<file path="src/rtl/h2c_lpbk_pkg.sv">
// Shared types and default widths for the H2C loopback block.
package h2c_lpbk_pkg;

  localparam int unsigned DEF_DATA_WIDTH    = 256;
  localparam int unsigned DEF_PKT_WORDS_LEN = 8;
  localparam int unsigned DEF_QID_WIDTH     = 11;
  localparam int unsigned DEF_CNT_WIDTH     = 16;

  typedef enum logic [1:0] {
    IDLE,
    RECV,
    DROP
  } state_t;

endpackage

</file>
<file path="src/rtl/axis_skid_buf.sv">
// Two-entry skid buffer with fully registered outputs and a registered ready.
// in_tvalid_i marks a write and is only honoured while in_tready_o is high.
module axis_skid_buf #(
  parameter int unsigned DATA_WIDTH = 256
) (
  input  logic                  clk,
  input  logic                  rst,
  input  logic [DATA_WIDTH-1:0] in_tdata_i,
  input  logic                  in_tlast_i,
  input  logic                  in_tvalid_i,
  output logic                  in_tready_o,
  output logic [DATA_WIDTH-1:0] out_tdata_o,
  output logic                  out_tlast_o,
  output logic                  out_tvalid_o,
  input  logic                  out_tready_i
);

  logic [DATA_WIDTH-1:0] out_data_q, out_data_d, skd_data_q, skd_data_d;
  logic                  out_last_q, out_last_d, skd_last_q, skd_last_d;
  logic                  out_vld_q, out_vld_d, skd_vld_q, skd_vld_d;
  logic                  rdy_q, rdy_d;
  logic                  in_hs;

  always_comb begin
    in_hs      = in_tvalid_i & rdy_q;
    out_data_d = out_data_q;
    out_last_d = out_last_q;
    out_vld_d  = out_vld_q;
    skd_data_d = skd_data_q;
    skd_last_d = skd_last_q;
    skd_vld_d  = skd_vld_q;
    if (!out_vld_q || out_tready_i) begin
      // ready is low whenever the skid entry is full, so the skid entry and
      // a new input beat never compete for the output register
      if (skd_vld_q) begin
        out_data_d = skd_data_q;
        out_last_d = skd_last_q;
        out_vld_d  = 1'b1;
        skd_vld_d  = 1'b0;
      end else begin
        out_vld_d = in_hs;
        if (in_hs) begin
          out_data_d = in_tdata_i;
          out_last_d = in_tlast_i;
        end
      end
    end else if (in_hs) begin
      skd_data_d = in_tdata_i;
      skd_last_d = in_tlast_i;
      skd_vld_d  = 1'b1;
    end
    rdy_d = ~skd_vld_d;
  end

  always_ff @(posedge clk) begin
    out_data_q <= out_data_d;
    out_last_q <= out_last_d;
    skd_data_q <= skd_data_d;
    skd_last_q <= skd_last_d;
    if (rst) begin
      out_vld_q <= 1'b0;
      skd_vld_q <= 1'b0;
      rdy_q     <= 1'b0;
    end else begin
      out_vld_q <= out_vld_d;
      skd_vld_q <= skd_vld_d;
      rdy_q     <= rdy_d;
    end
  end

  assign in_tready_o  = rdy_q;
  assign out_tdata_o  = out_data_q;
  assign out_tlast_o  = out_last_q;
  assign out_tvalid_o = out_vld_q;

endmodule

</file>
<file path="src/rtl/h2c_lpbk.sv">
// H2C-to-FIFO loopback: forwards packets of PKT_WORDS_LEN beats, drops errored ones.
// Statistics outputs are live only when H2C_LPBK_STATS_EN is defined.
module h2c_lpbk
  import h2c_lpbk_pkg::*;
#(
  parameter int unsigned DATA_WIDTH    = DEF_DATA_WIDTH,
  parameter int unsigned PKT_WORDS_LEN = DEF_PKT_WORDS_LEN,
  parameter int unsigned QID_WIDTH     = DEF_QID_WIDTH,
  parameter int unsigned CNT_WIDTH     = DEF_CNT_WIDTH
) (
  input  logic                  clk,
  input  logic                  rst,
  input  logic [DATA_WIDTH-1:0] h2c_tdata,
  input  logic                  h2c_tvalid,
  input  logic                  h2c_tlast,
  output logic                  h2c_tready,
  input  logic [QID_WIDTH-1:0]  h2c_tuser_qid,
  input  logic                  h2c_tuser_err,
  input  logic                  h2c_tuser_zero_byte,
  input  logic [5:0]            h2c_tuser_mty,
  input  logic [31:0]           h2c_tcrc,
  output logic [DATA_WIDTH-1:0] fifo_s_axis_tdata,
  output logic                  fifo_s_axis_tvalid,
  output logic                  fifo_s_axis_tlast,
  input  logic                  fifo_s_axis_tready,
  output logic [CNT_WIDTH-1:0]  pkt_cnt,
  output logic [CNT_WIDTH-1:0]  drop_cnt,
  output logic [CNT_WIDTH-1:0]  len_err_cnt,
  output logic [QID_WIDTH-1:0]  last_qid
);

  localparam int unsigned BEAT_W = $clog2(PKT_WORDS_LEN) + 1;

  state_t              state_q, state_d;
  logic [BEAT_W-1:0]   beat_q, beat_d;
  logic                hs, sop_bad, at_max, fwd, fwd_last, len_err, drop_sop;

  always_comb begin
    hs       = h2c_tvalid & h2c_tready;
    sop_bad  = h2c_tuser_err | h2c_tuser_zero_byte;
    at_max   = (beat_q == BEAT_W'(PKT_WORDS_LEN - 1));
    fwd      = hs & (((state_q == IDLE) & ~sop_bad) | (state_q == RECV));
    fwd_last = h2c_tlast | at_max;
    // short packet (tlast early) or long packet (max index without tlast)
    len_err  = fwd & (h2c_tlast ^ at_max);
    drop_sop = hs & (state_q == IDLE) & sop_bad;
    state_d  = state_q;
    beat_d   = beat_q;
    if (fwd) begin
      beat_d  = fwd_last ? '0 : beat_q + BEAT_W'(1);
      state_d = h2c_tlast ? IDLE : (at_max ? DROP : RECV);
    end else if (hs) begin
      state_d = h2c_tlast ? IDLE : DROP;
    end
  end

  always_ff @(posedge clk) begin
    if (rst) begin
      state_q <= IDLE;
      beat_q  <= '0;
    end else begin
      state_q <= state_d;
      beat_q  <= beat_d;
    end
  end

  axis_skid_buf #(
    .DATA_WIDTH (DATA_WIDTH)
  ) u_skid (
    .clk          (clk),
    .rst          (rst),
    .in_tdata_i   (h2c_tdata),
    .in_tlast_i   (fwd_last),
    .in_tvalid_i  (fwd),
    .in_tready_o  (h2c_tready),
    .out_tdata_o  (fifo_s_axis_tdata),
    .out_tlast_o  (fifo_s_axis_tlast),
    .out_tvalid_o (fifo_s_axis_tvalid),
    .out_tready_i (fifo_s_axis_tready)
  );

`ifdef H2C_LPBK_STATS_EN
  logic [QID_WIDTH-1:0] sop_qid_q, last_qid_q, pkt_qid;
  logic [CNT_WIDTH-1:0] pkt_cnt_q, drop_cnt_q, len_err_cnt_q;
  logic                 unused_ok;

  // a single-beat packet closes in IDLE, before sop_qid_q has been loaded
  assign pkt_qid = (state_q == IDLE) ? h2c_tuser_qid : sop_qid_q;

  always_ff @(posedge clk) begin
    if (rst) begin
      sop_qid_q     <= '0;
      last_qid_q    <= '0;
      pkt_cnt_q     <= '0;
      drop_cnt_q    <= '0;
      len_err_cnt_q <= '0;
    end else begin
      if (hs && (state_q == IDLE)) sop_qid_q <= h2c_tuser_qid;
      if (fwd && fwd_last) begin
        pkt_cnt_q  <= pkt_cnt_q + CNT_WIDTH'(1);
        last_qid_q <= pkt_qid;
      end
      if (drop_sop) drop_cnt_q    <= drop_cnt_q + CNT_WIDTH'(1);
      if (len_err)  len_err_cnt_q <= len_err_cnt_q + CNT_WIDTH'(1);
    end
  end

  assign pkt_cnt     = pkt_cnt_q;
  assign drop_cnt    = drop_cnt_q;
  assign len_err_cnt = len_err_cnt_q;
  assign last_qid    = last_qid_q;
  assign unused_ok   = ^{h2c_tuser_mty, h2c_tcrc};
`else
  logic unused_ok;

  assign pkt_cnt     = '0;
  assign drop_cnt    = '0;
  assign len_err_cnt = '0;
  assign last_qid    = '0;
  assign unused_ok   = ^{h2c_tuser_mty, h2c_tcrc, h2c_tuser_qid, len_err, drop_sop};
`endif

endmodule

</file>
<file path="config.mk">
export PLATFORM = sky130hd
export DESIGN_NAME = h2c_lpbk
export DESIGN_NICKNAME = d
export VERILOG_FILES = /design/src/rtl/h2c_lpbk_pkg.sv /design/src/rtl/axis_skid_buf.sv /design/src/rtl/h2c_lpbk.sv
export SDC_FILE = /design/constraint.sdc
export NUM_CORES = 1
export LEC_CHECK = 0
export ABC_AREA = 0
export CELL_PAD_IN_SITES_DETAIL_PLACEMENT = 2
export CELL_PAD_IN_SITES_GLOBAL_PLACEMENT = 2
export CORE_ASPECT_RATIO = 0.8
export CORE_MARGIN = 2
export CORE_UTILIZATION = 31
export DETAILED_ROUTE_END_ITERATION = 8
export PLACE_DENSITY = 0.83
export SETUP_SLACK_MARGIN = 0.02
export SYNTH_ARGS = -nofsm -noshare
export SYNTH_HDL_FRONTEND = slang
export SYNTH_HIERARCHICAL = 1
export SYNTH_SLANG_ARGS = --single-unit
</file>
<file path="constraint.sdc">
create_clock -name clk -period 13.9 [get_ports clk]
set_input_delay 2.085 -clock clk [delete_from_list [all_inputs] [get_ports clk]]
set_output_delay 2.085 -clock clk [all_outputs]
set_load 0.1 [all_outputs]
</file>
==> results of run 1 <==
==> sequential cells by signal, summed over array words and instances, names as in the netlist <==
signal / flops
u_skid/out_tdata_o: 256
u_skid/in_tready_o: 1
u_skid/skd_last_q: 1
beat_q: 4
state_q: 2
u_skid/skd_vld_q: 1
u_skid/out_tlast_o: 1
u_skid/skd_data_q: 256
u_skid/out_tvalid_o: 1
==> placed cells by master (no fill, tap or decap), types with 4 or more instances in the layout <==
| cell type | n |
|---|---|
| mux2_4 | 201 |
| clkdlybuf4s50_1 | 521 |
| nand2_1 | 4 |
| conb_1 | 59 |
| dfxtp_1 | 8 |
| a21oi_1 | 4 |
| clkinv_2 | 8 |
| clkbuf_16 | 56 |
| mux2_2 | 56 |
| clkbuf_1 | 11 |
| edfxtp_1 | 514 |
| buf_4 | 10 |
| clkinv_1 | 20 |
==> worst max-delay path, cell delays in order <==
cell             delay, ns
clkdlybuf4s50_1       0.46
o21ba_2               0.27
nor3_1                0.33
a21oi_1               0.23
nor2_4                0.15
buf_4                 0.70
buf_4                 0.99
==> metal layers <==
metal | up-vias | part of all wire (%)
met1 | 5324 | 36
met2 | 360 | 55
met3 | 70 | 7.8
met4 | 10 | 1.7
met5 | - | 0.12
li1 | 4597 | -
==> power breakdown <==
part	internal (mW)	total, mW	switching, mW
clock	0.791	1.40	0.612
combinational	0.122	0.307	0.185
sequential	1.74	1.75	0.00389
total	2.66	3.46	0.801
==> per-stage QoR <==
stage | util [%] | power [mW] | hold slack [ns] | instances | worst slack, ns
5_1_grt | 43.2 | 3.58 | 0.529 | 2364 | 8.55
2_1_floorplan | - | 1.98 | 0.435 | 966 | 3.97
6_report | 43.2 | 3.46 | 0.497 | 2364 | 8.73
3_5_place_dp | 40.5 | 2.09 | 0.487 | 2260 | 8.12
4_1_cts | 43.1 | 3.52 | 0.498 | 2362 | 8.75
3_3_place_gp | 40.5 | 2.07 | 0.466 | 2260 | 8.23
==> cells by family after synthesis <==
logic type      count (synthesis)  share of synthesized area [%]
flops                         523                           77.0
mux                           257                           18.0
buf+inv                        91                           3.79
simple gates                   21                          0.629
compound gates                 14                          0.531
fa+ha+maj                       1                         0.0617
other cells                     1                         0.0185
==> synthesized netlist by cell type <==
| cell | count | area, µm² |
|---|---|---|
| a21oi_1 | 4 | 20.0 |
| nand4_1 | 2 | 12.5 |
| o41ai_1 | 1 | 8.76 |
| o32ai_1 | 1 | 8.76 |
| edfxtp_1 | 514 | 15400 |
| o211ai_1 | 1 | 7.51 |
| o31ai_1 | 1 | 7.51 |
| a32o_1 | 1 | 10.0 |
| mux2_4 | 201 | 3020 |
| nand4_4 | 1 | 21.3 |
| nand3b_1 | 1 | 7.51 |
| buf_8 | 2 | 30.0 |
| nand3_1 | 2 | 10.0 |
| nand2_1 | 4 | 15.0 |
| o21ba_2 | 2 | 20.0 |
| nor2b_1 | 1 | 6.26 |
| mux2_2 | 56 | 631 |
| or3_1 | 1 | 6.26 |
| o21bai_1 | 1 | 7.51 |
| conb_1 | 1 | 3.75 |
| inv_1 | 3 | 11.3 |
| and3b_2 | 1 | 10.0 |
| and3_1 | 1 | 6.26 |
| nor2_1 | 3 | 11.3 |
| buf_4 | 59 | 443 |
| buf_2 | 3 | 15.0 |
| nor3_1 | 3 | 15.0 |
| o311ai_0 | 2 | 17.5 |
| ha_1 | 1 | 12.5 |
| nand2b_1 | 1 | 6.26 |
| dfxtp_1 | 9 | 180 |
| buf_6 | 24 | 270 |
==> area by class of cell <==
cell class	count	share of cell area [%]
flip-flops and latches	523	56.1
diodes	2	0.0180
multi-input cells	352	14.8
repair buffers	532	19.1
clock buffers	67	5.18
clock inverters	35	0.886
well taps	850	3.82
inverters	3	0.0405
==> worst max path at each step <==
stage | depth (start not counted) | from | endpoint | slack (ns)
floorplan | 4 | h2c_tuser_zero_byte | u_skid/out_tdata_o[0]$_DFFE_PP_ | 3.97
global placement | 7 | h2c_tuser_zero_byte | u_skid/out_tdata_o[128]$_DFFE_PP_ | 8.23
detailed placement | 7 | h2c_tuser_zero_byte | u_skid/out_tdata_o[185]$_DFFE_PP_ | 8.12
CTS | 7 | h2c_tuser_zero_byte | u_skid/out_tdata_o[130]$_DFFE_PP_ | 8.75
global route | 7 | h2c_tuser_zero_byte | u_skid/out_tdata_o[137]$_DFFE_PP_ | 8.55
finish | 7 | h2c_tuser_zero_byte | u_skid/out_tdata_o[121]$_DFFE_PP_ | 8.73
==> impl_metrics.toml, run 1 <==
[setup_path]
worstSetupPathType = "input port to register"
cp_max_fo = 81
critPathArrivalTime_ns = 5.37
worstSetupEndpointType = "register"
reg2reg_from = "u_skid/skd_vld_q$_SDFF_PP0_"
start_kind = "input port"
r2r_setup_slack_ns = 10.24
r2r-end = "u_skid/out_tdata_o[179]$_DFFE_PP_"
worst-r2r-cell-count = 4
worstPathRequired_ns = 14.10

[clock_network]
htreeDepth = 2
postCtsSetupBuffers = 0
cts-root-buf = "clkbuf_16"
clockBufferDepth = 3
cts_made_buffers = 55
clock_latency_ns = 0.59
cts_hold_buf = 0
path_clk_slew_ns = 0.06
cts.sinks = 523
post_cts_resized = 0
cts_tree = "done"

[floorplanning]
rows = 83
die_width_um = 290
fp.dieH_um = 233
dieArea_um2 = 67500
start_util_pct = 31.5
core_area_um2 = 64500
pin_count = 630

[grt]
grt.total_usage_pct = 16.7
met3_usage_pct = 6.08
busiest_layer = "met2"
grt_pass1_wl_um = 83400
grt_use_met2_pct = 31.7
grt_max_degree = 144
overflow = 0
use_met1_pct = 17.6
grt_antenna_before_repair = 7
grt_pass1_vias = 11800

[sta]
slew_headroom_pct = 22.1
rsz0062_at_grt = "no"
fmax_mhz = 193
skew_ns = 0.0119
maxSlewViolCount = 0
final_hold_viol_count = 0
fin_tns_setup_ns = 0
post-route-period-util_pct = 37.2
finalSetupViolCount = 0
period_minus_slack_ns = 5.17
worstMarginPinSlew_ns = 1.16

[drt]
avgViaCountPerCell = 4.38
wirelength_um = 57600
drt_iter0_drc = 491
drc = 0
postRouteAntennaNets = 0
drtPass1Iterations = 4
vias = 10400
wl_per_cell_um = 24.4

[min_path]
hp-start = "state_q[0]$_SDFFE_PP0P_"
min_to = "state_q[0]$_SDFFE_PP0P_"
hold_depth = 2
min_path_type = "register to register"

[cells_and_area]
fillCellCount = 6003
area.growth.synth_to_final_pct = 37.2
layout-drive-gt1-share_pct = 22.9
fin_nets = 1780
final_area_um2 = 27800
multi_input_area_um2 = 4130
seq_area_um2 = 15600

[placement]
placed_cell_area_um2 = 26100
io_buffers = 521
hpwl_um = 40700
gp_congestion = 0.772

[pwr]
p_per_area_nw_per_um2 = 124
p_leak_nw = 9.46
peakVddDrop_uv = 75.5

[synth]
synth_cell_types = 32
yosysWarningCount = 6
ys_ff_latch = 523
syn-cell-area_um2 = 20300
syn_avg_cell_area_um2 = 22.3
syn_inst = 908
synth_seq_area_share_pct = 77.0

[run]
maxCapViolations = 0

[outcome]
status = "finished clean"
Power figures use the tool's default switching activity.
==> inputs of run 2 (changes only) <==
Settings changed: CORE_UTILIZATION 31 to 34, PLACE_DENSITY 0.83 to 0.86.
Clock period 13.9 ns to 5 ns, I/O delays scaled along.
==> run 2 against run 1 <==
Against the previous run: worst setup slack worse by 6.7 ns; core utilization is 3.8 points higher; via count hardly changed.
==> impl_metrics.toml, run 2 (synthesis gave the netlist of run 1 again) <==
[cells_and_area]
area.growth.synth_to_final_pct = 37.4
layout-drive-gt1-share_pct = 23.8
layout_commonest_cell = "clkdlybuf4s50_1"
fin_nets = 1787
layout_common_cells = "clkdlybuf4s50_1 (521), edfxtp_1 (514), mux2_4 (201), conb_1 (59), mux2_2 (56)"
finish.utilization_pct = 47.0
fin_cells = 2298

[sta]
period_minus_slack_ns = 2.96
setup_ws_ns = 2.04
post-route-period-util_pct = 59.1
fin_tns_setup_ns = 0
worstMarginPinSlew_ns = 1.14
slew_headroom_pct = 23.6
final_hold_viol_count = 0
fmax_mhz = 338
finalSetupViolCount = 0
rsz0062_at_grt = "no"
skew_ns = 0.0154
maxSlewViolCount = 0

[floorplanning]
core_area_um2 = 59400
pin_count = 630
dieArea_um2 = 61600
die_width_um = 277
rows = 80
fp.dieH_um = 222
start_util_pct = 34.2

[clock_network]
post_cts_resized = 0
cts.sinks = 523
postCtsSetupBuffers = 0
cts_tree = "done"
cts_hold_buf = 0
cts_made_buffers = 54
htreeDepth = 2
path_clk_slew_ns = 0.06
cts-root-buf = "clkbuf_16"
clockBufferDepth = 3
clock_latency_ns = 0.59

[setup_path]
r2r_setup_slack_ns = 2.57
cp_max_fo = 1
path_cells = "clkdlybuf4s50_1"
r2r-end = "u_skid/skd_data_q[213]$_DFFE_PP_"
critPathArrivalTime_ns = 2.21
worstPathRequired_ns = 4.25
critPathMaxStageDelay_ns = 1.25
start_kind = "register"
worst_path_max_delay_cell = "clkdlybuf4s50_1"
worstSetupPathType = "register to output pin"
reg2reg_from = "u_skid/in_tready_o$_SDFF_PP0_"
worstSetupEndpointType = "output pin"
critPathTopFamily = "buffers and inverters"
worst-path-buf-inv = 1
worst-r2r-cell-count = 4

[pwr]
p_leak_nw = 9.52
p_per_area_nw_per_um2 = 345
p_clk_share_pct = 40.4
power_mw = 9.61
intPower_mw = 7.38
p_sw_mw = 2.22
p_comb_share_pct = 9.0
peakVddDrop_uv = 304
switching_share_pct = 23.1
seqPwrFrac_pct = 50.5

[drt]
drc = 0
avgViaCountPerCell = 4.51
postRouteAntennaNets = 0
drtPass1Iterations = 4
wl_per_cell_um = 25.7
wirelength_um = 59000
vias = 10400
drt_iter0_drc = 581

[run]
maxCapViolations = 0

[grt]
grt.total_usage_pct = 18.7
grt_pass1_wl_um = 84700
grt_max_degree = 126
grt_antenna_before_repair = 8
grt_pass1_vias = 11800
overflow = 0

[placement]
dp.cells = 2197
hpwl_um = 42200
dpl_worst_slack_ns = 1.65
gp_congestion = 0.775
io_buffers = 521

[min_path]
min_path_type = "register to register"
min_to = "state_q[0]$_SDFFE_PP0P_"
hp-start = "state_q[0]$_SDFFE_PP0P_"
hold_depth = 2

[outcome]
status = "finished clean"
run 2: cell count changes in the layout (fill, tap and decap cells not counted), moves of 2 or more:
cell,before,now
buf_4,10,12
clkinv_1,20,7
buf_12,1,7
diode_2,2,5
clkinv_2,8,11
clkbuf_8,0,2
clkbuf_1,11,15
run 2: stage by stage:
| step | hold slack, ns | instance area [µm²] |
|---|---|---|
| 2_1_floorplan | 0.440 | 20500 |
| 3_3_place_gp | 0.470 | 26200 |
| 6_report | 0.502 | 27900 |
| 5_1_grt | 0.530 | 27900 |
| 3_5_place_dp | 0.494 | 26200 |
| 4_1_cts | 0.506 | 27900 |
run 2: area by class of cell:
cell class	instances	area, µm²
Fill cell	5341	31500
Sequential cell	523	15600
Tap cell	779	975
Multi-Input combinational cell	352	4150
Timing Repair Buffer	540	5450
Clock buffer	72	1460
Inverter	3	11.3
Antenna cell	5	12.5
Clock inverter	24	200
run 2: worst max path at each step:
| stage | from | end | cells past startpoint |
|---|---|---|---|
| floorplan | h2c_tuser_zero_byte | u_skid/out_tdata_o[0]$_DFFE_PP_ | 4 |
| global placement | h2c_tuser_zero_byte | u_skid/skd_data_q[203]$_DFFE_PP_ | 5 |
| detailed placement | h2c_tvalid | u_skid/skd_data_q[222]$_DFFE_PP_ | 5 |
| CTS | u_skid/out_tdata_o[23]$_DFFE_PP_ | fifo_s_axis_tdata[23] | 1 |
| global route | u_skid/out_tdata_o[23]$_DFFE_PP_ | fifo_s_axis_tdata[23] | 1 |
| finish | u_skid/out_tdata_o[23]$_DFFE_PP_ | fifo_s_axis_tdata[23] | 1 |
run 2: power groups by stage:
stage | sequential (mW) | clock, mW | combinational (mW)
final | 4.85 | 3.89 | 0.866
after floorplan | 5.12 | 0 | 0.381
after CTS | 4.85 | 4.02 | 0.873
after detailed placement | 4.95 | 0 | 0.866
after global placement | 4.94 | 0 | 0.822
after global routing | 4.85 | 4.16 | 0.899
run 2: per-layer routing:
| metal | track usage (%) | part of all wire (%) |
|---|---|---|
| met1 | 20.1 | 36 |
| met2 | 34.9 | 54 |
| met3 | 6.37 | 7.6 |
| met4 | 5.22 | 2.0 |
| met5 | 0 | 0.080 |
